## src/rtl/alu_arbiter.sv

```systemverilog
// Shares one combinational ALU between two requesters with round-robin grant,
// a single operation in flight, and a registered, tagged response.
module alu_arbiter #(
  parameter int WIDTH = 32
) (
  input  logic               clk,
  input  logic               rst,
  input  logic [1:0]         req_valid,
  output logic [1:0]         req_ready,
  input  logic [2*WIDTH-1:0] req_a,
  input  logic [2*WIDTH-1:0] req_b,
  input  logic [7:0]         req_alusel,
  input  logic [1:0]         req_compun,
  output logic [WIDTH-1:0]   alu_a,
  output logic [WIDTH-1:0]   alu_b,
  output logic [3:0]         alu_sel,
  output logic               alu_compun,
  input  logic [WIDTH-1:0]   alu_result,
  input  logic               alu_breq,
  input  logic               alu_brlt,
  output logic               rsp_valid,
  input  logic               rsp_ready,
  output logic               rsp_id,
  output logic [WIDTH-1:0]   rsp_result,
  output logic               rsp_breq,
  output logic               rsp_brlt,
  output logic               busy
);

  // Handshake: a request transfers on an edge where req_valid[i] & req_ready[i];
  // the response transfers on an edge where rsp_valid & rsp_ready.
  localparam logic [1:0] S_IDLE  = 2'd0;
  localparam logic [1:0] S_ISSUE = 2'd1;
  localparam logic [1:0] S_RESP  = 2'd2;

  logic [1:0]       state_q, state_d;
  logic             last_grant_q, last_grant_d;
  logic             id_q, id_d;
  logic [WIDTH-1:0] op_a_q, op_a_d;
  logic [WIDTH-1:0] op_b_q, op_b_d;
  logic [3:0]       op_sel_q, op_sel_d;
  logic             op_cu_q, op_cu_d;
  logic [WIDTH-1:0] res_q, res_d;
  logic             breq_q, breq_d;
  logic             brlt_q, brlt_d;
  logic             grant;

  always_comb begin
    state_d      = state_q;
    last_grant_d = last_grant_q;
    id_d         = id_q;
    op_a_d       = op_a_q;
    op_b_d       = op_b_q;
    op_sel_d     = op_sel_q;
    op_cu_d      = op_cu_q;
    res_d        = res_q;
    breq_d       = breq_q;
    brlt_d       = brlt_q;
    grant        = 1'b0;
    req_ready    = 2'b00;
    case (state_q)
      S_IDLE: begin
        if (req_valid != 2'b00) begin
          // Ties alternate; a lone requester wins and still moves last_grant.
          grant           = (req_valid == 2'b11) ? ~last_grant_q : req_valid[1];
          req_ready[grant] = 1'b1;
          op_a_d          = grant ? req_a[2*WIDTH-1:WIDTH] : req_a[WIDTH-1:0];
          op_b_d          = grant ? req_b[2*WIDTH-1:WIDTH] : req_b[WIDTH-1:0];
          op_sel_d        = grant ? req_alusel[7:4] : req_alusel[3:0];
          op_cu_d         = req_compun[grant];
          last_grant_d    = grant;
          id_d            = grant;
          state_d         = S_ISSUE;
        end
      end
      S_ISSUE: begin
        res_d   = alu_result;
        breq_d  = alu_breq;
        brlt_d  = alu_brlt;
        state_d = S_RESP;
      end
      S_RESP: begin
        if (rsp_ready) state_d = S_IDLE;
      end
      default: state_d = S_IDLE;
    endcase
  end

  always_ff @(posedge clk or posedge rst) begin
    if (rst) begin
      state_q      <= S_IDLE;
      last_grant_q <= 1'b1;
      id_q         <= 1'b0;
      op_a_q       <= '0;
      op_b_q       <= '0;
      op_sel_q     <= 4'h0;
      op_cu_q      <= 1'b0;
      res_q        <= '0;
      breq_q       <= 1'b0;
      brlt_q       <= 1'b0;
    end else begin
      state_q      <= state_d;
      last_grant_q <= last_grant_d;
      id_q         <= id_d;
      op_a_q       <= op_a_d;
      op_b_q       <= op_b_d;
      op_sel_q     <= op_sel_d;
      op_cu_q      <= op_cu_d;
      res_q        <= res_d;
      breq_q       <= breq_d;
      brlt_q       <= brlt_d;
    end
  end

  assign alu_a      = op_a_q;
  assign alu_b      = op_b_q;
  assign alu_sel    = op_sel_q;
  assign alu_compun = op_cu_q;
  assign rsp_valid  = (state_q == S_RESP);
  assign rsp_id     = id_q;
  assign rsp_result = res_q;
  assign rsp_breq   = breq_q;
  assign rsp_brlt   = brlt_q;
  assign busy       = (state_q != S_IDLE);

endmodule

```

## config.mk

```make
export PLATFORM = sky130hd
export DESIGN_NAME = alu_arbiter
export DESIGN_NICKNAME = d
export VERILOG_FILES = /design/src/rtl/alu_arbiter.sv
export SDC_FILE = /design/constraint.sdc
export NUM_CORES = 1
export LEC_CHECK = 0
export BUFFER_PORTS_ARGS = -buffer_cell sky130_fd_sc_hd__buf_2
export CORE_AREA = 2 2 113 115
export CTS_CLUSTER_SIZE = 10
export DETAILED_ROUTE_END_ITERATION = 8
export DIE_AREA = 0 0 115 117
export GPL_ROUTABILITY_DRIVEN = 0
export HOLD_SLACK_MARGIN = 0.05
export PLACE_DENSITY = 0.84
export SYNTH_ARGS = -nofsm -noshare
export SYNTH_HDL_FRONTEND = slang
export SYNTH_SLANG_ARGS = --single-unit
```

## constraint.sdc

```tcl
create_clock -name clk -period 3.9 [get_ports clk]
set_input_delay 0.78 -clock clk [delete_from_list [all_inputs] [get_ports clk]]
set_output_delay 0.78 -clock clk [all_outputs]
set_load 0.05 [all_outputs]
```

==> flow_summary.json <==
{
  "status": "completed",
  "hold_buffers": 0,
  "syn_inst": 314,
  "avgSynthCellArea_sq_um": 17.3,
  "nets": 771,
  "grt_max_degree": 90,
  "max_slew_margin": 0.274,
  "core_sq_um": 12300,
  "place_ws_ns": 1.29,
  "cp.arrival_ns": 1.88,
  "worst_pin_slew_ns": 1.09,
  "min_to": "rsp_result[23]",
  "required_ns": 3.12,
  "grt_overflow": 0,
  "regToRegEndpoint": "alu_a[29]",
  "ys_seq_area_frac": 0.494,
  "htreeDepth": 3,
  "die_h_um": 117,
  "skew_ns": 0.00645,
  "grt_usage": 0.177,
  "finalNonFillerCells": 749,
  "grt_pass1_vias": 3729,
  "root_buffer": "clkbuf_16",
  "syn_nets": 491,
  "yosys-top-cells-area": "dfrtp_1, mux2_4, mux2_2",
  "yosysMostFrequentCell": "mux2_4",
  "drive_gt1_frac": 0.803,
  "cp_max_fo": 19,
  "syn-cell-area_sq_um": 5420,
  "dp_hpwl_mm": 9.60,
  "p_leak_nw": 3.84,
  "routed-via-count": 3606,
  "worstSetupPathType": "reg -> out",
  "drt_pass1_iterations": 4,
  "synthTopCellsByCount": "mux2_4, dfrtp_1, mux2_2",
  "drt_iter0_markers": 130,
  "cts_sinks": 107,
  "post_cts_resized": 0,
  "synth_top_cell_by_area": "dfrtp_1",
  "slew_viol_final": 0,
  "synthArstFlopShare": 1.00,
  "synth_warnings": 0,
  "hold_depth": 1,
  "ff2ff_path_depth": 4,
  "maxCapViolations": 0,
  "hold_path.class": "reg -> reg",
  "clkLatencyLatePin_ns": 0.34,
  "cts_tree": "built",
  "grt_pass1_wl_mm": 18.3,
  "drtAntennaViolNets": 0,
  "worstHoldStart": "rsp_result[23]",
  "peakVddDrop_v": 0.000700,
  "ios": 285,
  "ys_types": 20,
  "initial_core_util": 0.440,
  "clock_path_buffers": 2,
  "n_fill_cell": 979,
  "p_per_area_nw_per_um2": 1030,
  "endpoint_kind": "output pin",
  "netlist.area_leader.share": 0.489,
  "r2r_start": "last_grant_q",
  "regArea_sq_um": 2680,
  "antenna_found_initial": 0,
  "p_total_mw": 7.37,
  "diodes": 0,
  "hold_viol": 0,
  "drc_errors": 0,
  "post_drt_wl_per_cell_um": 16.3,
  "syn2layout_area_growth_pct": 32.0,
  "multi_input_area_sq_um": 2520,
  "rows": 41,
  "synth_edf_count": 0,
  "finalWirelength_mm": 12.2,
  "cp-start-kind": "flop",
  "post-route-period-util": 0.683,
  "die_x_um": 115,
  "clkSlewWorstSetupHoldPaths_ns": 0.07,
  "setup_ws_ns": 1.24,
  "portBuffers": 284,
  "place_inst": 733,
  "cts_setup_buffers": 0,
  "dieArea_sq_um": 13500,
  "fin_crit_ns": 2.66,
  "rrSetupSlack_ns": 1.73,
  "rsz0062_at_grt": "false",
  "fmax_mhz": 376,
  "synth_ff_type": "dfrtp_1",
  "cts_made_buffers": 9,
  "fin_util": 0.582,
  "finalSetupViolations": 0,
  "fin_tns_setup_ns": 0,
  "synth-seq-cells": 107,
  "viasPerCell": 4.81
}
-- kinds of logic (layout without fill, tap and decap cells) --
group | Yosys count | after routing | share of synthesized area
compound gates | 6 | 6 | 0.00738
buf+inv | 24 | 309 | 0.0438
simple gates | 5 | 5 | 0.00485
mux | 172 | 172 | 0.450
flops | 107 | 107 | 0.494
-- layout by cell type, fill, tap and decap left out, drive strengths merged --
master    instances
inv               7
o21ai             1
nor2              2
o21a              1
nand2b            2
and2              1
clkinv            2
mux2            172
clkbuf            9
a31oi             1
a21oi             1
buf             289
a21bo             1
dfrtp           106
dfstp             1
clkinvlp          2
o22ai             1
-- worst max path at each step --
| stage | to | startpoint | cells past startpoint |
|---|---|---|---|
| floorplan | alu_a[0] | rst | 1 |
| global placement | req_ready[0] | req_valid[1] | 4 |
| detailed placement | req_ready[0] | req_valid[1] | 4 |
| CTS | req_ready[0] | state_q[0] | 4 |
| global route | req_ready[0] | state_q[0] | 4 |
| finish | req_ready[0] | state_q[0] | 4 |
-- critical path, cell delays in order, from the launching register on --
cell     delay (ns)
dfrtp_1        0.39
nor2_1         0.28
o21a_4         0.43
and2_1         0.18
buf_2          0.26
-- state kept, by name, indices dropped and copies added, names as in the netlist, 2 cells and up --
register,count
alu_a,32
rsp_result,32
alu_sel,4
state_q,2
alu_b,32
-- area by class of cell --
type / count / share of cell area
Multi-Input combinational cell: 183 / 0.352
Clock buffer: 9 / 0.0315
Clock inverter: 7 / 0.00839
Inverter: 4 / 0.00245
Sequential cell: 107 / 0.374
Timing Repair Buffer: 289 / 0.205
Tap cell: 150 / 0.0262
-- per-stage QoR --
stage          instance area [sq um]  hold WS, ns
4_1_cts                         7160        0.504
2_1_floorplan                   5420        0.505
3_5_place_dp                    6880        0.487
3_3_place_gp                    6880        0.481
6_report                        7160        0.501
5_1_grt                         7160        0.513
-- metal layers --
metal,up-vias,global-route usage,share of wire
met2,173,0.321,0.53
li1,1680,-,-
met3,21,0.0355,0.065
met1,1732,0.204,0.39
met5,-,0,0
met4,0,0.0747,0.022
-- power by group --
group / internal, mW / leakage (nW) / total (mW) / switching [mW]
Sequential: 1.69 / 1.25 / 2.02 / 0.321
Combinational: 1.57 / 2.45 / 4.49 / 2.91
Clock: 0.445 / 0.136 / 0.865 / 0.420
Power figures use the tool's default switching activity.
